===== config.mk =====
export PLATFORM = sky130hd
export DESIGN_NAME = cfg_shadow_decoder_flat
export DESIGN_NICKNAME = d
export VERILOG_FILES = /design/src/rtl/cfg_shadow_decoder_if.sv /design/src/rtl/cfg_shadow_decoder.sv /design/src/flat_wrapper.sv
export SDC_FILE = /design/constraint.sdc
export NUM_CORES = 1
export LEC_CHECK = 0
export CAP_MARGIN = 20
export CORE_ASPECT_RATIO = 0.7
export CORE_MARGIN = 4
export CORE_UTILIZATION = 55
export CTS_CLUSTER_DIAMETER = 120
export CTS_CLUSTER_SIZE = 28
export DETAILED_ROUTE_END_ITERATION = 8
export HOLD_SLACK_MARGIN = 0.05
export PLACE_DENSITY = 0.83
export SETUP_SLACK_MARGIN = 0.1
export SYNTH_ARGS = -nofsm -noshare
export SYNTH_HDL_FRONTEND = slang
export SYNTH_SLANG_ARGS = --single-unit

===== constraint.sdc =====
create_clock -name clk -period 2.9 [get_ports clk]
set_input_delay 0.58 -clock clk [delete_from_list [all_inputs] [get_ports clk]]
set_output_delay 0.58 -clock clk [all_outputs]
set_load 0.02 [all_outputs]

===== src/rtl/cfg_shadow_decoder_if.sv =====
// Pad-side write port of cfg_shadow_decoder: strobe plus address/data held stable while valid is high.
interface cfg_shadow_decoder_if #(
  parameter int unsigned AW = 5,
  parameter int unsigned DW = 10
);
  logic          valid;
  logic [AW-1:0] addr;
  logic [DW-1:0] data;

  modport master (output valid, addr, data);
  modport slave  (input  valid, addr, data);
endinterface


===== src/rtl/cfg_shadow_decoder.sv =====
// Pad-driven configuration decoder: synchronised strobe, shadow registers with atomic commit,
// serial shadow readback, lock mode and a sticky error flag.
module cfg_shadow_decoder #(
  parameter int unsigned        AW       = 5,
  parameter int unsigned        DW       = 10,
  parameter int unsigned        NREG     = 24,
  parameter int unsigned        CMD_ADDR = 2**AW - 1,
  parameter logic [NREG*DW-1:0] RST_VAL  = '0
) (
  input  logic                 clk,
  input  logic                 rst_n,
  cfg_shadow_decoder_if.slave  pad,
  output logic [NREG*DW-1:0]   cfg_q,
  output logic                 commit_pulse,
  output logic                 busy,
  output logic                 dout,
  output logic                 locked,
  output logic                 err
);

  typedef enum logic {IDLE, SHIFT} state_e;
  typedef enum logic [1:0] {OP_NOP, OP_COMMIT, OP_READBACK, OP_LOCK} op_e;

  state_e             state_q, state_d;
  logic               v1_q, v2_q, v3_q;
  logic [NREG*DW-1:0] shadow_q, shadow_d;
  logic [NREG*DW-1:0] active_q, active_d;
  logic [DW-1:0]      shift_q, shift_d;
  logic [DW-1:0]      cnt_q, cnt_d;
  logic               commit_q, commit_d;
  logic               busy_q, busy_d;
  logic               dout_q, dout_d;
  logic               locked_q, locked_d;
  logic               err_q, err_d;

  logic               stb;
  logic               is_cmd;
  logic               wr_hit;
  logic               rb_hit;
  logic [DW-1:0]      rb_val;
  op_e                op;
  logic [DW-3:0]      arg;

  assign stb    = v2_q & ~v3_q;
  assign op     = op_e'(pad.data[1:0]);
  assign arg    = pad.data[DW-1:2];
  assign is_cmd = (32'(pad.addr) == CMD_ADDR);

  // Address/argument range checks done by match so widths never alias.
  always_comb begin
    wr_hit = 1'b0;
    rb_hit = 1'b0;
    rb_val = '0;
    for (int unsigned i = 0; i < NREG; i++) begin
      if (32'(pad.addr) == i) wr_hit = 1'b1;
      if (32'(arg) == i) begin
        rb_hit = 1'b1;
        rb_val = shadow_q[i*DW +: DW];
      end
    end
  end

  always_comb begin
    state_d  = state_q;
    shadow_d = shadow_q;
    active_d = active_q;
    shift_d  = shift_q;
    cnt_d    = cnt_q;
    commit_d = 1'b0;
    busy_d   = busy_q;
    dout_d   = dout_q;
    locked_d = locked_q;
    err_d    = err_q;

    if (state_q == SHIFT) begin
      if (cnt_q == DW'(DW - 1)) begin
        state_d = IDLE;
        busy_d  = 1'b0;
        dout_d  = 1'b0;
        cnt_d   = '0;
      end else begin
        cnt_d   = cnt_q + 1'b1;
        shift_d = shift_q << 1;
        dout_d  = shift_q[DW-2];
      end
    end

    if (stb) begin
      if (is_cmd && op == OP_NOP) begin
        err_d = 1'b0;
      end else if (busy_q) begin
        err_d = 1'b1;
      end else if (is_cmd) begin
        case (op)
          OP_COMMIT: begin
            if (locked_q) begin
              err_d = 1'b1;
            end else begin
              active_d = shadow_q;
              commit_d = 1'b1;
            end
          end
          OP_READBACK: begin
            if (rb_hit) begin
              state_d = SHIFT;
              busy_d  = 1'b1;
              shift_d = rb_val;
              dout_d  = rb_val[DW-1];
              cnt_d   = '0;
            end else begin
              err_d = 1'b1;
            end
          end
          OP_LOCK: locked_d = 1'b1;
          default: ;
        endcase
      end else if (wr_hit) begin
        if (locked_q) begin
          err_d = 1'b1;
        end else begin
          for (int unsigned i = 0; i < NREG; i++) begin
            if (32'(pad.addr) == i) shadow_d[i*DW +: DW] = pad.data;
          end
        end
      end else begin
        err_d = 1'b1;
      end
    end
  end

  always_ff @(posedge clk or negedge rst_n) begin
    if (!rst_n) begin
      state_q  <= IDLE;
      v1_q     <= 1'b0;
      v2_q     <= 1'b0;
      v3_q     <= 1'b0;
      shadow_q <= RST_VAL;
      active_q <= RST_VAL;
      shift_q  <= '0;
      cnt_q    <= '0;
      commit_q <= 1'b0;
      busy_q   <= 1'b0;
      dout_q   <= 1'b0;
      locked_q <= 1'b0;
      err_q    <= 1'b0;
    end else begin
      state_q  <= state_d;
      v1_q     <= pad.valid;
      v2_q     <= v1_q;
      v3_q     <= v2_q;
      shadow_q <= shadow_d;
      active_q <= active_d;
      shift_q  <= shift_d;
      cnt_q    <= cnt_d;
      commit_q <= commit_d;
      busy_q   <= busy_d;
      dout_q   <= dout_d;
      locked_q <= locked_d;
      err_q    <= err_d;
    end
  end

  assign cfg_q        = active_q;
  assign commit_pulse = commit_q;
  assign busy         = busy_q;
  assign dout         = dout_q;
  assign locked       = locked_q;
  assign err          = err_q;

endmodule


===== src/flat_wrapper.sv =====
// flat-port wrapper written by rule: the top's interface ports become plain ports
module cfg_shadow_decoder_flat 
#(
  parameter int unsigned        AW       = 5,
  parameter int unsigned        DW       = 10,
  parameter int unsigned        NREG     = 24,
  parameter int unsigned        CMD_ADDR = 2**AW - 1,
  parameter logic [NREG*DW-1:0] RST_VAL  = '0
)
  (clk, rst_n, cfg_q, commit_pulse, busy, dout, locked, err, pad_valid, pad_addr, pad_data);
  cfg_shadow_decoder_if #(.AW(AW), .DW(DW)) pad_i ();
  input  logic clk;
  input  logic rst_n;
  output logic [NREG*DW-1:0] cfg_q;
  output logic commit_pulse;
  output logic busy;
  output logic dout;
  output logic locked;
  output logic err;
  input wire logic [$bits(pad_i.valid)-1:0] pad_valid;
  input wire logic [$bits(pad_i.addr)-1:0] pad_addr;
  input wire logic [$bits(pad_i.data)-1:0] pad_data;
  assign pad_i.valid = pad_valid;
  assign pad_i.addr = pad_addr;
  assign pad_i.data = pad_data;
  cfg_shadow_decoder #(.AW(AW), .DW(DW), .NREG(NREG), .CMD_ADDR(CMD_ADDR), .RST_VAL(RST_VAL)) u_core (.clk(clk), .rst_n(rst_n), .pad(pad_i), .cfg_q(cfg_q), .commit_pulse(commit_pulse), .busy(busy), .dout(dout), .locked(locked), .err(err));
endmodule

* Yosys cells after proc, flatten, opt, wreduce, memory -nomap -nowiden
Index checks and enable logic that the tools add are counted.
W data, S select, Z words.
** Cells by class
- Add/sub/neg operators :: 1
- Eq/ne operators :: 53
- Mux-type cells :: 125
- Bitwise logic cells :: 6
- Reductions and logical operators :: 31
** Operators with widths (count)
- $mux W10 :: 40
- $reduce_and A7 Y1 :: 24
- $mux W1 :: 84
- $eq A8 B4 Y1 const B :: 8
- $eq A8 B5 Y1 const B :: 8
- $eq A5 B5 Y1 const B :: 9
- $eq A5 B4 Y1 const B :: 8
- $eq A8 B3 Y1 const B :: 4
- $eq A5 B3 Y1 const B :: 4
- $eq A8 B2 Y1 const B :: 2
- $add A10 B1 Y10 const B :: 1
- $eq A10 B4 Y1 const B :: 1
- $eq A5 B2 Y1 const B :: 2
- $ne A5 B4 Y1 const B :: 2
- $eq A8 B1 Y1 const B :: 1
- $logic_not A8 Y1 :: 1
- $reduce_and A6 Y1 :: 1
- $eq A5 B1 Y1 const B :: 1
- $logic_not A5 Y1 :: 1
- $not A1 Y1 :: 5
- $reduce_and A5 Y1 :: 1
- $eq A2 B2 Y1 const B :: 2
- $reduce_and A3 Y1 :: 1
- $eq A2 B1 Y1 const B :: 1
- other kinds (4) :: 4
** Word-level totals
- Register bits :: 509
- Bits of input ports :: 18

* Logic depth before layout (Yosys ltp)
Gate-level depths: netlist (run 1).
- Word-level depth :: 31
- Gate-level depth with buffers :: 10
- Depth with buffers taken out :: 8

* Least setup slack after synthesis (run 1)
Ideal clock, no wire load.
- Path kind :: input to register
- Start :: in pad_data[0]
- End :: reg u_core.shift_q[0]
- Library setup time :: 0.139 ns
- Arrival :: 2.470 ns
- Required time :: 2.761 ns
- Slack :: 0.291 ns
- Stages :: 8
- Path buffers :: 0
- Cells stage by stage :: inv_1 ha_1 or3b_2 nor4_1 nand4_1 nand3b_1 a2111oi_1 a211oi_1
** Between the ends
- Cells in the longest elaborated chain, start to end :: 6
- Elaborated cells on any way between the ends :: 8
- Classes of those cells :: eq/ne (1); mux (5); reduce/logical (2)
** RTL lines
- start: declaration :: RTL line flat_wrapper.sv:22 : input wire logic [$bits(pad_i.data)-1:0] pad_data;
- $eq A2 B2 Y1 :: RTL line cfg_shadow_decoder.sv:94 : case (op)
- $mux W10 :: RTL line cfg_shadow_decoder.sv:94
- $mux W10 :: RTL line cfg_shadow_decoder.sv:93 : end else if (is_cmd) begin
- $mux W10 :: RTL line cfg_shadow_decoder.sv:91 : end else if (busy_q) begin
- $mux W10 * :: RTL line cfg_shadow_decoder.sv:89 : if (is_cmd && op == OP_NOP) begin
- $mux W10 * :: RTL line cfg_shadow_decoder.sv:88 : if (stb) begin
- net u_core.shift_d[0] :: RTL line cfg_shadow_decoder.sv:28 : logic [DW-1:0] shift_q, shift_d;
- end signal: assignment :: RTL line cfg_shadow_decoder.sv:153 : shift_q <= shift_d;
- end: declaration :: RTL line cfg_shadow_decoder.sv:28
Mark *: on every way through the listed nets, which the timed path passes. The rest lies on a longest branch.
A chain may end at the register's enable or synchronous reset.

* Final worst setup path (run 1)
Same ends and word-level chain as after synthesis.

==> results.md, run 1 <==
* Status: finished, final reports clean
* RSZ-0062 raised after global routing: false
* Synth top area share at a little under three fifths
* CP arrival at ~3.2 ns
* Met2 global-route usage at around 45%
* CTS max path bufs at 3
* Total GRT Usage at 31.23%
* Final slew viol count at 0
* Layout Nets at 2067
* YS warnings at 0
* Vias in the first global route at 16033
* Cell mode on critical path: buf_4
* Total global routing overflow at 0
* Actual slew at the worst max-slew pin at roughly 0.65 ns
* Die area at between 40000 and 50000 um2
* Clk_skew at 0.03646 ns
* Global-route wire length before repair at 102900 um
* Cell Chain, Critical Path: clkdlybuf4s50_1, inv_1, ha_2, or3b_2, nor4_2, buf_4, nand4_1, nand3b_1, buf_4, buf_4, nor2_1, a211oi_1
* Synth Flop Type: dfrtp_1
* Syn Area/Cell at approximately 13 um2
* Hold path endpoint: u_core.v2_q
* Clock Sink Count at ~510
* Clk Latency, worst-skew pair at ~0.6 ns
* Tot Pwr at roughly 14 mW
* DP Wirelength at around 50000 um
* Initial antenna violation count at 0
* Number of buffers created by CTS at 22
* Final setup fails at 0
* Met3 Use GR at 7.172%
* PwrDens at 511.7 nW/um2
* Most frequent cell after synthesis: dfrtp_1
* Pre-CTS setup slack at -0.4663 ns
* Initial Util at 55.70%
* DIE WIDTH at 247.9 um
* Ratio of cells with drive above 1 in the final layout at between 30% and 40%
* Lkg Pwr at roughly 13 nW
* Core ar. at between 30000 and 40000 um2
* Crit share post-route at between 90% and 100%
* Drt total wl at around 68000 um
* CTS tree: built
* Post-Synthesis Cells at about 1700
* Largest net degree at the start of global routing at roughly 120
* Cell variety after synth at between 70 and 80
* # DRC at 0
* R2R Setup Slk at between 0.5 and 0.6 ns
* Mapped Area at approximately 22000 um2
* Via count at around 16000
* Top cells by area, synth: dfrtp_1, mux2_2, o21ai_0
* Clock Root Buffer: clkbuf_16
* Met1 global-route usage at between 40 and 50%
* Seq/Total Area, Yosys at between 50% and 60%
* Crit Path Category: input pin to flip-flop
* Syn-to-layout area delta at 22.82%
* Flops & latches, synth at slightly above 500
* Slew Limit Headroom at 56.61%
* FF-to-FF End: u_core.shift_q[0]
* Sequential Area at approximately 13000 um2
* Ant. Diodes at 0
* Fin util at 68.42%
* Ys async rst share at between 90% and 100%
* Max-Cap Viols at 0
* WL/cell at around 26 um
* Min Tclk post-route at approximately 2.7 ns
* Hold depth at 0
* Crit path max fanout at 4
* Syn nets at approximately 1700
* Multi-input gate area at roughly 9000 um2
* Commonest cells post-synth: dfrtp_1, mux2_2, nand2_1, o21ai_0, clkbuf_1
* Startpoint class of the critical path: input pin
* Worst R2R Start: u_core.v2_q
* Port Buf Inserts at between 200 and 300
* FMAX at ~370 MHz
* Peak supply drop at about 0.35 mV
* DR pass1 iterations at 5
* CP required at 3.36 ns
* Hold Vio Cnt, Final at 0
* Post-DRT Antenna Nets at 0
* Max incr delay on CP at about 0.5 ns
* Starting DRT DRC Count at approximately 1900
* Final WS setup at roughly 0.19 ns
* H-tree Lvls at 1
* Vias per cell at 6.127
* IO Count at 263
* Endpoint type of the worst setup path: flip-flop
* Fillers at roughly 2800
* Area leader, netlist: dfrtp_1
* Min-delay src: u_core.v1_q
* Post-synth EDFFs at 0
* Cells on worst reg2reg path at 9
* GR peak layer: met1
* Min-delay worst type: flip-flop to flip-flop
* CTS clk-pin slew, worst paths at ~0.11 ns
* GPL Wtd Cong at around 1
* CP max-delay cell: clkdlybuf4s50_1
* Row count at 61
* Die height at between 150 and 200 um
==> worst max-delay path by stage <==
stage,startpoint,endpoint,cells past startpoint
after floorplan,pad_data[0],u_core.shift_q[0],8
after global placement,pad_data[0],u_core.shift_q[0],10
after detailed placement,pad_data[0],u_core.shift_q[0],10
after CTS,pad_data[0],u_core.shift_q[0],10
after global routing,pad_data[0],u_core.shift_q[0],12
final,pad_data[0],u_core.shift_q[0],12
==> cell usage in the layout, fill, tap and decap left out, types with 7 or more instances in the layout <==
master and n:
dfrtp_1 508, mux2_2 457, clkdlybuf4s50_1 258, buf_4 168
nand2_1 89, o21ai_0 86, nor2_1 60, a21oi_1 52
mux2i_1 35, clkbuf_16 22, buf_12 20, o22ai_1 19
inv_1 16, nor2b_1 16, nor3_1 16, nand2b_1 16
nand3_1 15, a31oi_1 11, nand4_1 11, mux4_2 10
o221ai_1 10, o211ai_1 10, and3_1 8, a22oi_1 7
==> power breakdown <==
group,internal (mW),switching [mW]
combinational,0.906,1.07
clock,1.40,2.22
sequential,7.66,0.662
total,9.97,3.95
==> cell families (layout without fill, tap and decap cells) <==
group | Yosys count | count (layout) | share of synthesized area (%)
DFF | 508 | 508 | 57.39
muxes | 502 | 502 | 25.83
and+or+nand+nor | 266 | 266 | 6.027
AOI/OAI and AO/OA | 263 | 263 | 7.519
buffers and inverters | 139 | 491 | 2.638
adders and majority gates | 7 | 7 | 0.3954
xor gates and xnor gates | 5 | 5 | 0.1977
==> worst max-delay path: cells and delay by family <==
family | cells | cell delay, ns
fa+ha+maj | 1 | 0.24
compound gates | 1 | 0.07
buf+inv | 5 | 1.03
simple gates | 5 | 1.26
==> through the flow <==
stage	TNS [ns]	instances	instance area (um2)	hold slack (ns)
detailed placement	-3.492	2551	26570	0.3418
CTS	0	2576	27180	0.3632
floorplan	0	1690	22150	0.2844
global placement	-3.511	2551	26570	0.3375
global route	0	2577	27200	0.3673
finish	0	2577	27200	0.3597
==> metal layers <==
metal | vias to the layer above | share of wire [%]
li1 | 6795 | -
met1 | 8209 | 46
met2 | 713 | 43
met3 | 72 | 9.2
met4 | 0 | 1.4
met5 | - | 0
==> cell type report <==
class,count,area share [%]
multi-input combinational,1043,32.63
inverter,17,0.2346
clock buffer,22,2.024
clock inverter,2,0.1702
tap,535,2.461
sequential,508,46.73
timing repair buffer,450,15.75
==> sequential cells by signal, summed over array words and instances, names as in the netlist <==
name and count:
u_core.cfg_q 240, u_core.dout 1, u_core.locked 1, u_core.shift_q 9
u_core.commit_pulse 1, u_core.v1_q 1, u_core.shadow_q 240, u_core.cnt_q 10
u_core.err 1, u_core.state_q 1, u_core.v2_q 1, u_core.v3_q 1
u_core.busy 1
==> timing repair <==
item | 4_1_cts | 5_1_grt
resized for setup | 0 | 4
endpoints found under the setup margin | 0 | 4
hold endpoints to repair | 58 | 0
hold buffers | 1 | 0
setup buffers | 0 | 1
Note: power is estimated with default switching activity, not from simulation.
==> inputs of run 2 (changes only) <==
--- a/config.mk
+++ b/config.mk
@@ -9,11 +9,10 @@
 export CORE_ASPECT_RATIO = 0.7
 export CORE_MARGIN = 4
 export CORE_UTILIZATION = 55
-export CTS_CLUSTER_DIAMETER = 120
 export CTS_CLUSTER_SIZE = 28
 export DETAILED_ROUTE_END_ITERATION = 8
 export HOLD_SLACK_MARGIN = 0.05
-export PLACE_DENSITY = 0.83
+export PLACE_DENSITY_LB_ADDON = 0.1
 export SETUP_SLACK_MARGIN = 0.1
 export SYNTH_ARGS = -nofsm -noshare
 export SYNTH_HDL_FRONTEND = slang
==> results.md, run 2 (same netlist as run 1, synthesis figures left out) <==
* CP arrival at 3.11 ns
* Cell Chain, Critical Path: clkdlybuf4s50_1, inv_1, ha_1, or3b_2, nor4_2, buf_4, nand3_1, buf_6, a211oi_1, a31oi_1, a211oi_1
* Row count at a little over 60
* Vias in the first global route at between 15000 and 20000
* Min-delay worst type: flip-flop to flip-flop
* Hold slack at roughly 0.36 ns
* Fin util at between 70% and 80%
* FMAX at between 300 and 400 MHz
* Global-route wire length before repair at about 100000 um
* Port Buf Inserts at roughly 260
* Initial Util at roughly 56%
* PwrDens at 602.4 nW/um2
* Crit path max fanout at 16
* Post-CTS setup buffer count at 0
* DR pass1 iterations at 5
* Lkg Pwr at about 13 nW
* Ratio of cells with drive above 1 in the final layout at approximately 36%
* Syn-to-layout area delta at 26.90%
* Number of buffers created by CTS at 48
* Actual slew at the worst max-slew pin at around 0.70 ns
* Buf+Inv Stages, Crit Path at 4
* CTS max path bufs at 3
* Max-Cap Viols at 0
* Ant. Diodes at 0
* Die height at roughly 180 um
* Status: finished, final reports clean
* DIE WIDTH at between 200 and 250 um
* Placed Instances at 2537
* CP max-delay cell: clkdlybuf4s50_1
* Final setup fails at 0
* Final slew viol count at 0
* Clock Sink Count at 508
* Peak supply drop at ~0.54 mV
* RSZ-0062 raised after global routing: false
* Slew Limit Headroom at a little over half
* Crit path max-delay family: buffers and inverters
* Clk Latency, worst-skew pair at approximately 0.58 ns
* CTS tree: built
* Via count at 15854
* Die area at 43600 um2
* Clock Root Buffer: clkbuf_16
* Crit Path Category: input pin to flip-flop
* Cell area after layout at around 28000 um2
* DP Wirelength at 50840 um
* Area after DPL at 26420 um2
* Drt total wl at between 60000 and 70000 um
* Vias per cell at between 6 and 7
* CTS clk-pin slew, worst paths at 0.07 ns
* Fin cells at 2621
* GPL Wtd Cong at just under 1
* Largest net degree at the start of global routing at 76
* Clk_skew at between 0.02 and 0.025 ns
* Post-DRT Antenna Nets at 0
* Total negative setup slack at 0 ns
* IO Count at 263
* Starting DRT DRC Count at roughly 1500
* Crit share post-route at between 90% and 100%
* WL/cell at around 27 um
* Total GRT Usage at between 30% and 40%
* Total global routing overflow at 0
* CP required at about 3.4 ns
* Hold Vio Cnt, Final at 0
* Initial antenna violation count at 0
* # DRC at 0
* Commonest non-fill, non-tap cells in the layout: dfrtp_1, mux2_2, clkdlybuf4s50_1, buf_4, nand2_1
* Cell mode on critical path: a211oi_1
* Layout Nets at a little over 2000
* Startpoint class of the critical path: input pin
* H-tree Lvls at 2
* Max incr delay on CP at slightly below 0.5 ns
* Min Tclk post-route at roughly 2.6 ns
* Most common cell after layout, fill and taps aside: dfrtp_1
* Endpoint type of the worst setup path: flip-flop
* Core ar. at 39760 um2
-- run 2: area by class of cell --
type                       instances  area [um2]
sequential                       508       12710
fill                            2739       11660
multi-input combinational       1043        8875
clock buffer                      63        1369
inverter                          17       63.81
clock inverter                    20       292.8
timing repair buffer             435        4126
tap                              535       669.4
-- run 2: path summary, 6_finish.rpt --
| path | from | to | slack [ns] | depth (start not counted) |
|---|---|---|---|---|
| max in group asynchronous | rst_n | u_core.shadow_q[222] | 1.40 | 3 |
| worst max register to register | u_core.busy | u_core.shadow_q[124] | 0.56 | 6 |
| min in group asynchronous | rst_n | u_core.cfg_q[63] | 0.62 | 2 |
| worst max-delay path | pad_data[0] | u_core.shift_q[0] | 0.28 | 11 |
| worst min register to register | u_core.v1_q | u_core.v2_q | 0.36 | 0 |
| worst min-delay path | u_core.v1_q | u_core.v2_q | 0.36 | 0 |
-- run 2: power by group --
group	switching, mW	internal [mW]	total (mW)
Clock	2.71	3.94	6.66
Combinational	1.05	0.892	1.94
Sequential	0.661	7.67	8.34
-- run 2: repair_timing --
action	4_1_cts	5_1_grt
hold buffers	1	0
hold endpoints to repair	19	0
resized for setup	0	4
endpoints found under the setup margin	0	5
-- run 2: metrics by stage --
stage               setup slack, ns  power (mW)
floorplan                    0.2911       9.256
global placement            -0.2597       10.26
detailed placement          -0.3474       10.34
CTS                          0.2345       16.98
global route                 0.1237       17.53
finish                       0.2769       16.93
-- run 2: routing by layer --
layer	wire, um	part of all wire (%)	GRT usage, %	vias up
li1	-	-	-	6865
met5	0	0	0	-
met3	6802	9.8	10.15	103
met2	29640	43	45.52	649
met4	1304	1.9	5.990	0
met1	31860	46	48.98	8237
==> inputs of run 3 (changes only) <==
==> constraint.sdc (replaced) <==
create_clock -name clk -period 2.9 [get_ports clk]
set_input_delay 0.58 -clock clk [delete_from_list [all_inputs] [get_ports clk]]
set_output_delay 0.58 -clock clk [all_outputs]
set_load 0.005 [all_outputs]
==> results of run 3 <==
Same layout as run 2 (identical final DEF). Status: finished, final reports clean.
Among the figures that moved: total power 16.93 mW -> 16.86 mW; worst IR drop on VDD 0.5392 mV -> 0.5390 mV
